===== src/rtl/ghost_pkg.sv =====
// ---------------------------------------------------------------------------
// ghost_pkg
// Shared definitions for the ghost direction scheduler:
//   - direction codes (0 NONE, 1 UP, 2 DOWN, 3 LEFT, 4 RIGHT)
//   - bit positions inside the per-ghost open-path mask
//   - default number of ghost requesters
//   - scheduler FSM state type
//   - reverse_dir(): opposite direction of a code (NONE for NONE/invalid)
// ---------------------------------------------------------------------------
package ghost_pkg;

    localparam logic [3:0] DIR_NONE  = 4'd0;
    localparam logic [3:0] DIR_UP    = 4'd1;
    localparam logic [3:0] DIR_DOWN  = 4'd2;
    localparam logic [3:0] DIR_LEFT  = 4'd3;
    localparam logic [3:0] DIR_RIGHT = 4'd4;

    // Mask bit k corresponds to direction code k+1.
    localparam int MASK_UP    = 0;
    localparam int MASK_DOWN  = 1;
    localparam int MASK_LEFT  = 2;
    localparam int MASK_RIGHT = 3;

    localparam int N_GHOST_DEFAULT = 4;

    typedef enum logic [1:0] {
        ST_IDLE   = 2'd0,
        ST_SAMPLE = 2'd1,
        ST_PICK   = 2'd2
    } state_e;

    // Codes 5..15 are treated as NONE, which has no opposite.
    function automatic logic [3:0] reverse_dir(input logic [3:0] d);
        case (d)
            DIR_UP:    return DIR_DOWN;
            DIR_DOWN:  return DIR_UP;
            DIR_LEFT:  return DIR_RIGHT;
            DIR_RIGHT: return DIR_LEFT;
            default:   return DIR_NONE;
        endcase
    endfunction

endpackage


===== src/rtl/ghost_dir_scheduler_if.sv =====
// ---------------------------------------------------------------------------
// ghost_dir_scheduler_if
// Request/grant bundle between the ghost requesters and the scheduler.
//   i_random   [3:0]          shared random source (bits [1:0] used)
//   i_req      [N_GHOST-1:0]  per-ghost level request
//   i_cur_dir  [4*N_GHOST-1:0] per-ghost current direction code
//   i_allowed  [4*N_GHOST-1:0] per-ghost open-path mask
//   o_dir_valid               one-cycle grant pulse
//   o_dir      [3:0]          chosen direction code
//   o_ghost_id [ID_W-1:0]     served ghost
//   o_ack      [N_GHOST-1:0]  one-hot acknowledge
//   o_busy                    scheduler not idle
// Modports: master (requester side), slave (scheduler side).
// ---------------------------------------------------------------------------
interface ghost_dir_scheduler_if #(
    parameter int N_GHOST = 4,
    parameter int ID_W    = $clog2(N_GHOST)
);
    logic [3:0]           i_random;
    logic [N_GHOST-1:0]   i_req;
    logic [4*N_GHOST-1:0] i_cur_dir;
    logic [4*N_GHOST-1:0] i_allowed;
    logic                 o_dir_valid;
    logic [3:0]           o_dir;
    logic [ID_W-1:0]      o_ghost_id;
    logic [N_GHOST-1:0]   o_ack;
    logic                 o_busy;

    modport master (
        output i_random, i_req, i_cur_dir, i_allowed,
        input  o_dir_valid, o_dir, o_ghost_id, o_ack, o_busy
    );

    modport slave (
        input  i_random, i_req, i_cur_dir, i_allowed,
        output o_dir_valid, o_dir, o_ghost_id, o_ack, o_busy
    );
endinterface


===== src/rtl/ghost_dir_picker.sv =====
// ---------------------------------------------------------------------------
// ghost_dir_picker
// Combinational direction choice for one latched ghost.
//   start_i   [1:0]  scan start index (0 UP, 1 DOWN, 2 LEFT, 3 RIGHT)
//   allowed_i [3:0]  open-path mask
//   cur_dir_i [3:0]  current direction code
//   dir_o     [3:0]  chosen direction code (NONE when mask is empty)
// Macro GHOST_NO_REVERSE_EN: when defined, the reverse of cur_dir_i is
// skipped during the scan and only taken if it is the sole open path.
// ---------------------------------------------------------------------------
module ghost_dir_picker
    import ghost_pkg::*;
(
    input  logic [1:0] start_i,
    input  logic [3:0] allowed_i,
    input  logic [3:0] cur_dir_i,
    output logic [3:0] dir_o
);

`ifdef GHOST_NO_REVERSE_EN
    logic [3:0] rev;
`else
    logic unused_cur_dir;
    assign unused_cur_dir = ^cur_dir_i;
`endif
    logic       found;
    logic [1:0] k;
    logic [3:0] code;
    logic       excl;

    // Rotating scan from the random start index; the first open,
    // non-excluded direction wins.
    always_comb begin
        found = 1'b0;
        dir_o = DIR_NONE;
        k     = 2'd0;
        code  = DIR_NONE;
        excl  = 1'b0;
`ifdef GHOST_NO_REVERSE_EN
        rev   = reverse_dir(cur_dir_i);
`endif
        for (int j = 0; j < 4; j++) begin
            k    = start_i + 2'(j);
            code = {2'b00, k} + 4'd1;
`ifdef GHOST_NO_REVERSE_EN
            excl = (code == rev);
`else
            excl = 1'b0;
`endif
            if (!found && allowed_i[k] && !excl) begin
                found = 1'b1;
                dir_o = code;
            end
        end
`ifdef GHOST_NO_REVERSE_EN
        // Nothing but the reverse is open: a dead end, so turn around.
        if (!found && (allowed_i != 4'd0)) begin
            dir_o = rev;
        end
`endif
    end

endmodule


===== src/rtl/ghost_dir_scheduler.sv =====
// ---------------------------------------------------------------------------
// ghost_dir_scheduler
// Serves ghost direction requests one at a time, round-robin, picking a
// pseudo-random open direction for each. One grant every 3 cycles at most.
//   i_clk  clock
//   i_rst  synchronous active-high reset
//   bus    ghost_dir_scheduler_if.slave (requests in, grant pulse out)
// FSM: IDLE (arbitrate + latch ghost) -> SAMPLE (latch random start)
//      -> PICK (register result, pulse valid/ack) -> IDLE.
// Macro GHOST_NO_REVERSE_EN: enables reverse-direction exclusion in the
// picker (see ghost_dir_picker).
// ---------------------------------------------------------------------------
module ghost_dir_scheduler
    import ghost_pkg::*;
#(
    parameter int N_GHOST = N_GHOST_DEFAULT,
    parameter int ID_W    = $clog2(N_GHOST)
) (
    input  logic                  i_clk,
    input  logic                  i_rst,
    ghost_dir_scheduler_if.slave  bus
);

    state_e             state_q;
    logic [ID_W-1:0]    last_q;
    logic [ID_W-1:0]    id_q;
    logic [3:0]         cur_q;
    logic [3:0]         allowed_q;
    logic [1:0]         start_q;
    logic               valid_q;
    logic [3:0]         dir_q;
    logic [ID_W-1:0]    gid_q;
    logic [N_GHOST-1:0] ack_q;

    logic               rr_found_d;
    logic [ID_W-1:0]    rr_id_d;
    logic [ID_W-1:0]    rr_idx;
    logic [3:0]         rr_cur_d;
    logic [3:0]         rr_allowed_d;
    logic [3:0]         pick_dir;

    logic unused_random_hi;
    assign unused_random_hi = ^bus.i_random[3:2];

    // Round-robin: search starts one past the last served ghost so a
    // ghost that keeps requesting lets the others go first.
    always_comb begin
        rr_found_d = 1'b0;
        rr_id_d    = '0;
        rr_idx     = '0;
        for (int i = 1; i <= N_GHOST; i++) begin
            rr_idx = ID_W'((int'(last_q) + i) % N_GHOST);
            if (!rr_found_d && bus.i_req[rr_idx]) begin
                rr_found_d = 1'b1;
                rr_id_d    = rr_idx;
            end
        end
    end

    // Select the winning ghost's direction and mask from the flat buses.
    always_comb begin
        rr_cur_d     = '0;
        rr_allowed_d = '0;
        for (int g = 0; g < N_GHOST; g++) begin
            if (rr_id_d == ID_W'(g)) begin
                rr_cur_d     = bus.i_cur_dir[4*g +: 4];
                rr_allowed_d = bus.i_allowed[4*g +: 4];
            end
        end
    end

    ghost_dir_picker u_picker (
        .start_i   (start_q),
        .allowed_i (allowed_q),
        .cur_dir_i (cur_q),
        .dir_o     (pick_dir)
    );

    // Scheduler FSM; grant outputs default to 0 so they only carry data
    // in the single valid cycle. Reset in SAMPLE/PICK drops the transaction.
    always_ff @(posedge i_clk) begin
        if (i_rst) begin
            state_q   <= ST_IDLE;
            last_q    <= ID_W'(N_GHOST - 1);
            id_q      <= '0;
            cur_q     <= '0;
            allowed_q <= '0;
            start_q   <= '0;
            valid_q   <= 1'b0;
            dir_q     <= '0;
            gid_q     <= '0;
            ack_q     <= '0;
        end else begin
            valid_q <= 1'b0;
            dir_q   <= '0;
            gid_q   <= '0;
            ack_q   <= '0;
            case (state_q)
                ST_IDLE: begin
                    if (rr_found_d) begin
                        id_q      <= rr_id_d;
                        cur_q     <= rr_cur_d;
                        allowed_q <= rr_allowed_d;
                        state_q   <= ST_SAMPLE;
                    end
                end
                ST_SAMPLE: begin
                    start_q <= bus.i_random[1:0];
                    state_q <= ST_PICK;
                end
                ST_PICK: begin
                    valid_q <= 1'b1;
                    dir_q   <= pick_dir;
                    gid_q   <= id_q;
                    ack_q   <= N_GHOST'(1) << id_q;
                    last_q  <= id_q;
                    state_q <= ST_IDLE;
                end
                default: state_q <= ST_IDLE;
            endcase
        end
    end

    assign bus.o_dir_valid = valid_q;
    assign bus.o_dir       = dir_q;
    assign bus.o_ghost_id  = gid_q;
    assign bus.o_ack       = ack_q;
    assign bus.o_busy      = (state_q != ST_IDLE);

endmodule


===== src/flat_wrapper.sv =====
// flat-port wrapper written by rule: the top's interface ports become plain ports
module ghost_dir_scheduler_flat import ghost_pkg::*;
#(
    parameter int N_GHOST = N_GHOST_DEFAULT,
    parameter int ID_W    = $clog2(N_GHOST)
)
  (i_clk, i_rst, bus_i_random, bus_i_req, bus_i_cur_dir, bus_i_allowed, bus_o_dir_valid, bus_o_dir, bus_o_ghost_id, bus_o_ack, bus_o_busy);
  ghost_dir_scheduler_if #(.N_GHOST(N_GHOST), .ID_W(ID_W)) bus_i ();
  input  logic i_clk;
  input  logic i_rst;
  input wire logic [$bits(bus_i.i_random)-1:0] bus_i_random;
  input wire logic [$bits(bus_i.i_req)-1:0] bus_i_req;
  input wire logic [$bits(bus_i.i_cur_dir)-1:0] bus_i_cur_dir;
  input wire logic [$bits(bus_i.i_allowed)-1:0] bus_i_allowed;
  output wire logic [$bits(bus_i.o_dir_valid)-1:0] bus_o_dir_valid;
  output wire logic [$bits(bus_i.o_dir)-1:0] bus_o_dir;
  output wire logic [$bits(bus_i.o_ghost_id)-1:0] bus_o_ghost_id;
  output wire logic [$bits(bus_i.o_ack)-1:0] bus_o_ack;
  output wire logic [$bits(bus_i.o_busy)-1:0] bus_o_busy;
  assign bus_i.i_random = bus_i_random;
  assign bus_i.i_req = bus_i_req;
  assign bus_i.i_cur_dir = bus_i_cur_dir;
  assign bus_i.i_allowed = bus_i_allowed;
  assign bus_o_dir_valid = bus_i.o_dir_valid;
  assign bus_o_dir = bus_i.o_dir;
  assign bus_o_ghost_id = bus_i.o_ghost_id;
  assign bus_o_ack = bus_i.o_ack;
  assign bus_o_busy = bus_i.o_busy;
  ghost_dir_scheduler #(.N_GHOST(N_GHOST), .ID_W(ID_W)) u_core (.i_clk(i_clk), .i_rst(i_rst), .bus(bus_i));
endmodule

===== config.mk =====
export PLATFORM = sky130hd
export DESIGN_NAME = ghost_dir_scheduler_flat
export DESIGN_NICKNAME = d
export VERILOG_FILES = /design/src/rtl/ghost_pkg.sv /design/src/rtl/ghost_dir_scheduler_if.sv /design/src/rtl/ghost_dir_picker.sv /design/src/rtl/ghost_dir_scheduler.sv /design/src/flat_wrapper.sv
export SDC_FILE = /design/constraint.sdc
export NUM_CORES = 1
export LEC_CHECK = 0
export ABC_AREA = 1
export ABC_CLOCK_PERIOD_IN_PS = 4200
export CAP_MARGIN = 20
export CORE_MARGIN = 2
export CORE_UTILIZATION = 40
export DETAILED_ROUTE_END_ITERATION = 16
export HOLD_SLACK_MARGIN = 0.15
export PLACE_DENSITY = 0.74
export SKIP_LAST_GASP = 1
export SLEW_MARGIN = 10
export SYNTH_ARGS = -nofsm -noshare
export SYNTH_HDL_FRONTEND = slang
export SYNTH_SLANG_ARGS = --single-unit
export TNS_END_PERCENT = 20

===== constraint.sdc =====
create_clock -name i_clk -period 4.2 [get_ports i_clk]
set_input_delay 0.42 -clock i_clk [delete_from_list [all_inputs] [get_ports i_clk]]
set_output_delay 0.42 -clock i_clk [all_outputs]
set_load 0.02 [all_outputs]

# After elaboration in Yosys (flattened, before gate mapping)
# Cells that the tools add are included.
# word_totals
inputBits,42
elab_cells,91
ff_bits,23
mem_bits_rw,0
n_memories,0
latchBits,0
romBits,0
out_inout_bits,12
# op_classes
div_mod_pow,0
bitwise_logic,1
mul,0
n_mux,38
reduce_logical,17
n_lt_le_gt_ge,8
n_shift,1
eq_ne,6
add_sub_neg,11
# ops
operator,count
"less-than comparator 2 x 3 -> 1 bit, second input constant",8
binary-select mux 1 bit (select 2 bit),8
two-way mux 1 bit,16
two-way mux 4 bit,4
"adder 2 x 1 -> 3 bit, second input constant",4
two-way mux 3 bit,4
two-way mux 2 bit,5
"adder 2 bit, second input constant",4
"adder 2 x 1 -> 2 bit, second input constant",3
"== test 2 bit, second input constant",3
logical AND 1 bit,6
zero test 1 bit,6
"== test 2 x 1 -> 1 bit, second input constant",2
zero test 2 bit,2
one-hot mux 2 bit (2 select lines),1
"<< shifter 1 x 2 -> 4 bit, first input constant",1
"inequality test 2 x 1 -> 1 bit, second input constant",1
AND reduction 2 bit,1
nonzero test 2 bit,1
OR reduction 2 bit,1
NOT 1 bit,1

# Depth between registers and ports, before layout
# Gate-level depths: netlist of the first run.
# logic_depth
ltp_word,18
ltp_mapped,17

# Hierarchy
# From an unflattened synthesis of the first run, not the netlist that was laid out.
# unflattened
cells_unflattened,266
area_unflattened_um2,1888.1
# modules_own_cells
mod,cells_each,area_each_um2,n_inst
ghost_dir_scheduler,197,1482.7,1
ghost_dir_picker,69,405.4,1

# Worst setup path before layout of the first run
# Ideal clock, no wire load.
# synth_timing
path_kind,register -> register
start,reg u_core.start_q[0]
end,"reg u_core.dir_q[2], in the netlist u_core.bus.o_dir[2]"
path_buffers,1
path_slack_ps,2421
t_required_ps,4144
stages_incl_launch_ff,12
setup_time_ps,56
synth_period_minus_slack_ps,1779
arrival_ps,1723
cell_sequence,dfxtp_1 buf_2 inv_1 ha_1 inv_1 o21ai_0 nand2_1 nor2_1 nand2_1 nand4_1 nand2_1 inv_1
# synth_between
elab_chain_cells,12
word_cells_on_any_way,28
# synth_rtl
item,line_no,text
"start, declared",ghost_dir_scheduler.sv:29,logic [1:0] start_q;
"start signal, assigned",ghost_dir_scheduler.sv:108,start_q <= bus.i_random[1:0];
"parallel branches: the longest is 11 deep, another holds adder 2 x 1 -> 2 bit",n/a,
two-way mux 3 bit *,ghost_dir_picker.sv:50,if (!found && allowed_i[k] && !excl) begin
"end signal, assigned",ghost_dir_scheduler.sv:113,dir_q <= pick_dir;
"end, declared",ghost_dir_scheduler.sv:31,logic [3:0] dir_q;
# Every way passes the cells marked *. The select of a mux whose other input is x is not followed.
# A chain may end at the register's enable or synchronous reset.

# Worst setup path after layout of the first run
# layout_timing
start,reg u_core.start_q[0]
end,"reg u_core.dir_q[1], in the netlist u_core.bus.o_dir[1]"
# The elaborated chain is that of the path after synthesis.

==> results.cfg, run 1 <==
[run_status]
status = finished, final reports clean

[timing]
fin_crit_ns = 2.13
timing.hold.ws_ns = 0.472
finalMaxSlewViolations = 0
max_freq_mhz = 469
worst_slack_ns = 2.07
finalSetupViolCount = 0
rsz0062_at_grt = false
min_period_over_period = 0.508
hold_viol = 0
fin_worst_skew_ns = 0.00565
fin_setup_tns_ns = 0

[grt]
grt_start_max_net_pins = 14
grt_pass1_vias = 1247
gr-total-overflow = 0
gr-usage-all-layers = 0.149
grt_pass1_wl_um = 4940
antenna_found_initial = 0

[final_layout]
layout.nets = 287
areaGrowthSynthToFinish_pct = 29.4
final-instance-count-excl-fill = 286
layout_commonest_cell = nand2_1
final_util = 0.537
final_cell_mix = 57 x nand2_1, 34 x clkdlybuf4s50_1, 26 x inv_1
diodes = 0
drive_gt1_frac = 0.113

[pwr]
powerDensity_nw_per_um2 = 406
p_int_mw = 0.451
p_switching_mw = 0.278
p_leak_nw = 0.829
seqPwrFrac = 0.354
clkPwrFrac = 0.219
p_sw_frac = 0.381
p_comb_frac = 0.427
ir_worst_vdd_mv = 0.312

[floorplan]
ioPinCount = 54
dieArea_um2 = 3950
die_height_um = 62.8
coreArea_um2 = 3340
die_x_um = 62.8
start_util = 0.415
num_rows = 21

[placement]
dpl.hpwl_um = 2090
placedCellCount = 282
place_ws_ns = 1.93
gp_congestion = 0.844
port_buffers = 34

[clock_tree]
cts_root_buf = clkbuf_4
insertion_delay_ns = 0.30
cts_max_level = 1
cts_sinks = 22
hold_buffers = 0
cts_setup_buffers = 0
cts_tree = yes
cts_buffers = 3
cts-resized-gates = 0
clkTransAtPathRegs_ns = 0.12
cts_buffer_depth = 2

[synthesis]
synth-xor-area-share = 0.00632
muxShareOfSynthArea = 0
synth_fa_ha_area_frac = 0.0361
synth_warnings = 0
synth_compound_area_frac = 0.131
synth_top_family_by_area = simple AND/OR/NAND/NOR gates
avgSynthCellArea_um2 = 6.69
ys_seq_area_frac = 0.318
synth-simple-area-share = 0.388
syn_inst = 207
synthesis.nets = 253
ys_ff_latch = 22
netlist-cell-type-count = 29
syn_area_um2 = 1390

[setup_path]
max_stage_delay_ns = 0.56
path_buf_inv = 2
cp_top_family = flip-flops
required_ns = 4.45
r2r_cells = 8
path_depth = 8
start_kind = flop
path_common_cell = inv_1
path_cells = inv_1 > ha_1 > inv_1 > o21ai_0 > nand2_1 > nor2_1 > a211oi_1 > a21oi_1
slowest_stage = dfxtp_1
rrSetupSlack_ns = 2.07
crit_path_end_kind = flop
r2r_start = u_core.start_q[0]$_SDFFE_PP0N_
cp_max_fo = 11
worstReg2RegEnd = u_core.bus.o_dir[1]$_SDFF_PP0_
path_class = flop to flop
critPathArrivalTime_ns = 2.38

[drt]
antenna_left = 0
drt-initial-drc-count = 39
drcViolationCount = 0
via_per_inst = 4.59
dr_total_vias = 1313
dr.pass1.iters = 6
drt_wl_total_um = 2600
wl_per_cell_um = 9.09

[min_path]
holdCritPathClass = flop to flop
hold_path_end = u_core.bus.o_ack[0]$_SDFF_PP0_
min_path_cells = 1
hold_start = u_core.id_q[0]$_SDFFE_PP0P_

[job]
cap_violations = 0
worst max-delay path by stage:
stage	start	end	slack, ns
after global routing	u_core.start_q[0]$_SDFFE_PP0N_	u_core.bus.o_dir[2]$_SDFF_PP0_	1.78
after floorplan	u_core.start_q[0]$_SDFFE_PP0N_	u_core.bus.o_dir[2]$_SDFF_PP0_	2.42
after detailed placement	bus_i_req[3]	u_core.allowed_q[2]$_SDFFE_PP0P_	1.93
after CTS	u_core.start_q[0]$_SDFFE_PP0N_	u_core.bus.o_dir[2]$_SDFF_PP0_	2.08
after global placement	bus_i_req[3]	u_core.allowed_q[2]$_SDFFE_PP0P_	1.92
final	u_core.start_q[0]$_SDFFE_PP0N_	u_core.bus.o_dir[1]$_SDFF_PP0_	2.07
metrics by stage:
stage               cell area, µm²  power, mW
floorplan                     1390      0.507
global placement              1740      0.569
detailed placement            1740      0.573
CTS                           1790      0.732
global route                  1790      0.797
finish                        1790      0.728
cells by family after synthesis:
logic type	Yosys count
flip-flops	22
AND/OR/NAND/NOR	114
adder cells (fa/ha/maj)	4
other	1
AO/OA/AOI/OAI	30
XOR/XNOR	1
buffers and inverters	35
synthesized netlist by cell type (all sizes together):
| cell type | n | share of area |
|---|---|---|
| nor3 | 7 | 0.025 |
| nand4 | 6 | 0.027 |
| dfxtp | 22 | 0.32 |
| inv | 29 | 0.084 |
| conb | 1 | 0.0027 |
| o21ai | 15 | 0.054 |
| nand3b | 4 | 0.022 |
| nand2 | 67 | 0.21 |
| a21boi | 1 | 0.0081 |
| buf | 5 | 0.031 |
| xor2 | 1 | 0.0063 |
| nor2 | 19 | 0.061 |
| nand3 | 11 | 0.047 |
| clkinv | 1 | 0.0027 |
| a21oi | 9 | 0.043 |
| a31oi | 2 | 0.0090 |
| o21bai | 2 | 0.011 |
| ha | 4 | 0.036 |
| a211oi | 1 | 0.0054 |
per-layer routing:
metal  GRT usage  share of wire
met5           0              0
met4      0.0250              0
met3      0.0270          0.035
met2       0.266           0.47
met1       0.188           0.50
layout make-up:
| class | count | area, µm² |
|---|---|---|
| Fill cell | 337 | 1540 |
| Multi-Input combinational cell | 150 | 782 |
| Sequential cell | 22 | 440 |
| Timing Repair Buffer | 34 | 340 |
| Inverter | 30 | 120 |
| Tap cell | 46 | 57.6 |
| Clock inverter | 1 | 30.0 |
| Clock buffer | 3 | 22.5 |
worst register-to-register path, delay by kind of cell, from the launching register on:
kind,cells,cell delay [ns]
flops,1,0.56
buf+inv,2,0.29
compound gates,3,0.56
fa+ha+maj,1,0.35
simple gates,2,0.32
power groups by stage:
stage / clock network [mW] / logic, mW / registers (mW)
after floorplan: 0 / 0.251 / 0.256
after global placement: 0 / 0.308 / 0.261
after detailed placement: 0 / 0.312 / 0.262
after CTS: 0.162 / 0.313 / 0.257
after global routing: 0.175 / 0.359 / 0.262
final: 0.160 / 0.311 / 0.258
state kept, by name (all words and copies together), names as in the netlist:
| register | cells |
|---|---|
| u_core.bus.o_ack | 4 |
| u_core.state_q | 2 |
| u_core.bus.o_dir_valid | 1 |
| u_core.start_q | 2 |
| u_core.allowed_q | 4 |
| u_core.bus.o_ghost_id | 2 |
| u_core.bus.o_dir | 3 |
| u_core.last_q | 2 |
| u_core.id_q | 2 |
Power figures use the tool's default switching activity.
==> run 2: changes to the inputs <==
--- a/config.mk
+++ b/config.mk
@@ -6,7 +6,7 @@
 export NUM_CORES = 1
 export LEC_CHECK = 0
 export ABC_AREA = 1
-export ABC_CLOCK_PERIOD_IN_PS = 4200
+export ABC_CLOCK_PERIOD_IN_PS = 2000
 export CAP_MARGIN = 20
 export CORE_MARGIN = 2
 export CORE_UTILIZATION = 40
==> constraint.sdc (replaced) <==
create_clock -name i_clk -period 2 [get_ports i_clk]
set_input_delay 0.2 -clock i_clk [delete_from_list [all_inputs] [get_ports i_clk]]
set_output_delay 0.2 -clock i_clk [all_outputs]
set_load 0.02 [all_outputs]
==> run 2 against run 1 <==
Via count increased by 0.30%. Maximum frequency increased by 16%. Core utilization increased by 2.1 points. Clock-buffer cell count unchanged. Worst hold slack improved by 0.013 ns. Largest power group unchanged. Highest routed layer is now met4.
==> results.cfg, run 2 (same netlist as run 1, synthesis figures left out) <==
[run_status]
status = finished, final reports clean

[timing]
min_period_over_period = 0.916
max_freq_mhz = 546
finalSetupViolCount = 0
timing.hold.ws_ns = 0.485
fin_worst_skew_ns = 0.00799
worst_slack_ns = 0.169
fin_crit_ns = 1.83
hold_viol = 0
rsz0062_at_grt = true
finalMaxSlewViolations = 0

[grt]
gr-usage-all-layers = 0.157
use_met1 = 0.198
gr-total-overflow = 0
grt.busiest_layer = met2
grt_start_max_net_pins = 14
antenna_found_initial = 0
use_met2 = 0.284
grt_pass1_vias = 1281
use_met3 = 0.0216
grt_pass1_wl_um = 5190

[clock_tree]
insertion_delay_ns = 0.30
cts_max_level = 1
clkTransAtPathRegs_ns = 0.12
cts_sinks = 22
cts_buffers = 3
cts_setup_buffers = 0
hold_buffers = 0
cts_tree = yes
cts_root_buf = clkbuf_4
cts_buffer_depth = 2

[min_path]
min_path_cells = 2
holdCritPathClass = flop to flop

[floorplan]
num_rows = 21
ioPinCount = 54
coreArea_um2 = 3340
die_x_um = 62.8
start_util = 0.415
dieArea_um2 = 3950
die_height_um = 62.8

[setup_path]
path_class = flop to flop
path_cells = inv_1 > ha_1 > inv_1 > nand2_1 > o21ai_1 > nand2_1 > nor2_2 > nand2_1 > nand4_1 > nand2_1 > inv_1
path_buf_inv = 3
start_kind = flop
slowest_stage = dfxtp_1
required_ns = 2.25
r2r_cells = 11
cp_max_fo = 6
path_depth = 11
max_stage_delay_ns = 0.43
critPathArrivalTime_ns = 2.08
path_common_cell = nand2_1
cp_top_family = simple AND/OR/NAND/NOR gates
crit_path_end_kind = flop

[drt]
dr_total_vias = 1317
drt-initial-drc-count = 57
via_per_inst = 4.49
drcViolationCount = 0
antenna_left = 0
wl_per_cell_um = 9.13
dr.pass1.iters = 4
drt_wl_total_um = 2670

[pwr]
powerDensity_nw_per_um2 = 847
ir_worst_vdd_mv = 0.399
p_leak_nw = 0.867

[final_layout]
multi_input_area_um2 = 787
final_cell_mix = 57 x nand2_1, 34 x clkdlybuf4s50_1, 26 x inv_1
final-instance-count-excl-fill = 293
register_area_um2 = 442
layout_commonest_cell = nand2_1
drive_gt1_frac = 0.150
num-fill-cells = 347
diodes = 0
layout.nets = 294
areaGrowthSynthToFinish_pct = 34.6
final_util = 0.559

[job]
cap_violations = 0

[placement]
placedCellCount = 289
port_buffers = 34
place_ws_ns = 0.0360
dpl.hpwl_um = 2190
gp_congestion = 0.835
==> run 2: cell type report <==
cell class / instances / share of cell area
well taps: 46 / 0.0309
clock inverters: 1 / 0.0161
inverters: 30 / 0.0644
repair buffers: 41 / 0.217
flip-flops and latches: 22 / 0.237
clock buffers: 3 / 0.0121
multi-input cells: 150 / 0.422
==> run 2: per-stage QoR <==
step	TNS (ns)	total power, mW	instance area (µm²)
floorplan	0	1.06	1390
global placement	0	1.24	1810
detailed placement	0	1.25	1810
CTS	0	1.58	1860
global route	-0.122	1.73	1860
finish	0	1.58	1860
==> run 2: routing by layer <==
metal  routed length [µm]  part of all wire
met4                   23            0.0086
met2                 1230              0.46
met1                 1320              0.49
met5                    0                 0
met3                  101             0.038
==> run 2: repair_timing <==
action | CTS | global route
setup endpoints to repair | 0 | 7
resized for setup | 0 | 4
hold endpoints to repair | 0 | 0
==> run 2: worst paths after layout <==
kind	start	to	slack (ns)
worst min register to register	u_core.allowed_q[3]$_SDFFE_PP0P_	u_core.allowed_q[3]$_SDFFE_PP0P_	0.49
worst min-delay path	u_core.allowed_q[3]$_SDFFE_PP0P_	u_core.allowed_q[3]$_SDFFE_PP0P_	0.49
worst max register to register	u_core.start_q[1]$_SDFFE_PP0N_	u_core.bus.o_dir[2]$_SDFF_PP0_	0.17
worst max-delay path	u_core.start_q[1]$_SDFFE_PP0N_	u_core.bus.o_dir[2]$_SDFF_PP0_	0.17
==> run 2: worst register-to-register path: stages, from the launching register on <==
cell and delay (ns):
dfxtp_1 0.43, inv_1 0.14, ha_1 0.32, inv_1 0.14, nand2_1 0.07, o21ai_1 0.15, nand2_1 0.13, nor2_2 0.15
nand2_1 0.08, nand4_1 0.07, nand2_1 0.05, inv_1 0.05
==> run 2: report_power, final <==
part           total (mW)  internal (mW)  switching (mW)
combinational       0.721          0.291           0.430
sequential          0.528          0.492          0.0360
clock               0.330          0.202           0.128
==> run 3: changes to the inputs <==
--- a/config.mk
+++ b/config.mk
@@ -6,7 +6,7 @@
 export NUM_CORES = 1
 export LEC_CHECK = 0
 export ABC_AREA = 1
-export ABC_CLOCK_PERIOD_IN_PS = 2000
+export ABC_CLOCK_PERIOD_IN_PS = 2210
 export CAP_MARGIN = 20
 export CORE_MARGIN = 2
 export CORE_UTILIZATION = 40
==> constraint.sdc (replaced) <==
create_clock -name i_clk -period 2.21 [get_ports i_clk]
set_input_delay 0.221 -clock i_clk [delete_from_list [all_inputs] [get_ports i_clk]]
set_output_delay 0.221 -clock i_clk [all_outputs]
set_load 0.02 [all_outputs]
==> run 3 against run 2 <==
Clock power down 9.1%. Maximum frequency down 4.3%. Core utilization down 1.2 points. Design area down 2.1%. First-iteration DRC count down 47%. Cell count down 1.0%. Clock-buffer cell count unchanged. Largest cell class unchanged. Highest routed layer unchanged.
==> results.cfg, run 3 (same netlist as run 1, synthesis figures left out) <==
[final_layout]
final_cell_mix = 57 x nand2_1, 34 x clkdlybuf4s50_1, 26 x inv_1
drive_gt1_frac = 0.131
layout_commonest_cell = nand2_1
areaGrowthSynthToFinish_pct = 31.7
diodes = 0
final_util = 0.547
layout.nets = 291
register_area_um2 = 442
num-fill-cells = 340
multi_input_area_um2 = 782

[floorplan]
coreArea_um2 = 3340
die_x_um = 62.8
die_height_um = 62.8
dieArea_um2 = 3950
ioPinCount = 54
num_rows = 21
start_util = 0.415

[placement]
port_buffers = 34
gp_congestion = 0.835
dpl.hpwl_um = 2200

[timing]
hold_viol = 0
min_period_over_period = 0.865
rsz0062_at_grt = false
fin_crit_ns = 1.91
fin_setup_tns_ns = 0
finalSetupViolCount = 0
fin_worst_skew_ns = 0.00291
max_freq_mhz = 523
finalMaxSlewViolations = 0

[drt]
dr_total_vias = 1317
wl_met1_um = 1370
wl_per_cell_um = 9.49
highest-signal-layer = met4
dr.pass1.iters = 4
via_per_inst = 4.54
met2_length_um = 1220
drt_wl_total_um = 2750
antenna_left = 0
wl_met3_um = 140
drt-initial-drc-count = 30
drcViolationCount = 0

[setup_path]
start_kind = flop
r2r_start = u_core.start_q[1]$_SDFFE_PP0N_
path_class = flop to flop
cp-endpoint = u_core.bus.o_dir[2]$_SDFF_PP0_
worstReg2RegEnd = u_core.bus.o_dir[2]$_SDFF_PP0_
cp_max_fo = 6
cp-startpoint = u_core.start_q[1]$_SDFFE_PP0N_
required_ns = 2.47
critPathArrivalTime_ns = 2.18
r2r_cells = 10
crit_path_end_kind = flop
rrSetupSlack_ns = 0.30

[grt]
gr-usage-all-layers = 0.156
antenna_found_initial = 0
grt_pass1_wl_um = 5110
grt_start_max_net_pins = 14
gr-total-overflow = 0
grt_pass1_vias = 1253

[clock_tree]
cts_max_level = 1
cts_buffers = 3
cts_buffer_depth = 2
hold_buffers = 0
cts-resized-gates = 0
clkTransAtPathRegs_ns = 0.12
cts_sinks = 22
insertion_delay_ns = 0.30
cts_tree = yes
cts_root_buf = clkbuf_4
cts_setup_buffers = 0

[min_path]
holdCritPathClass = flop to flop

[job]
cap_violations = 0

[pwr]
p_leak_nw = 0.847
ir_worst_vdd_mv = 0.425
powerDensity_nw_per_um2 = 768

[run_status]
status = finished, final reports clean
==> run 3: power breakdown <==
part | leakage (nW) | internal [mW] | switching (mW) | total (mW)
clock | 0.0279 | 0.183 | 0.116 | 0.300
combinational | 0.640 | 0.238 | 0.380 | 0.618
sequential | 0.179 | 0.445 | 0.0372 | 0.482
total | 0.847 | 0.866 | 0.534 | 1.40
==> run 3: through the flow <==
step / std cells / setup WS (ns) / hold WS, ns / total power, mW / instance area (µm²)
floorplan: 207 / 0.431 / 0.412 / 0.963 / 1390
global placement: 286 / 0.188 / 0.456 / 1.09 / 1770
detailed placement: 286 / 0.182 / 0.451 / 1.10 / 1770
CTS: 290 / 0.192 / 0.478 / 1.41 / 1820
global route: 290 / 0.0637 / 0.506 / 1.53 / 1820
finish: 290 / 0.297 / 0.473 / 1.40 / 1820
==> run 3: worst min path at each step <==
stage                                                   to  cells past startpoint                   startpoint
final                       u_core.bus.o_ack[0]$_SDFF_PP0_                      1  u_core.id_q[0]$_SDFFE_PP0P_
after global routing        u_core.bus.o_ack[0]$_SDFF_PP0_                      1  u_core.id_q[0]$_SDFFE_PP0P_
after CTS                   u_core.bus.o_ack[0]$_SDFF_PP0_                      1  u_core.id_q[0]$_SDFFE_PP0P_
after detailed placement    u_core.bus.o_ack[0]$_SDFF_PP0_                      1  u_core.id_q[0]$_SDFFE_PP0P_
after global placement      u_core.bus.o_ack[0]$_SDFF_PP0_                      1  u_core.id_q[0]$_SDFFE_PP0P_
after floorplan           u_core.allowed_q[0]$_SDFFE_PP0P_                      2                        i_rst
==> run 3: metal layers <==
| layer | vias up | global-route usage |
|---|---|---|
| met5 | - | 0 |
| met4 | 0 | 0.0250 |
| met3 | 2 | 0.0360 |
| met2 | 38 | 0.280 |
| met1 | 550 | 0.192 |
| li1 | 727 | - |
==> run 3: area by class of cell <==
cell class,count,area share
multi-input combinational,150,0.429
timing repair buffer,38,0.203
clock buffer,3,0.0123
inverter,30,0.0658
tap,46,0.0316
clock inverter,1,0.0165
sequential,22,0.242
==> run 3: worst max-delay path, cell delays in order, from the launching register on <==
cell     delay (ns)
dfxtp_1        0.44
inv_1          0.13
ha_1           0.32
inv_1          0.10
o21ai_0        0.32
nand2_1        0.12
nor2_1         0.20
nand2_1        0.09
nand4_1        0.07
nand2_1        0.05
inv_1          0.05
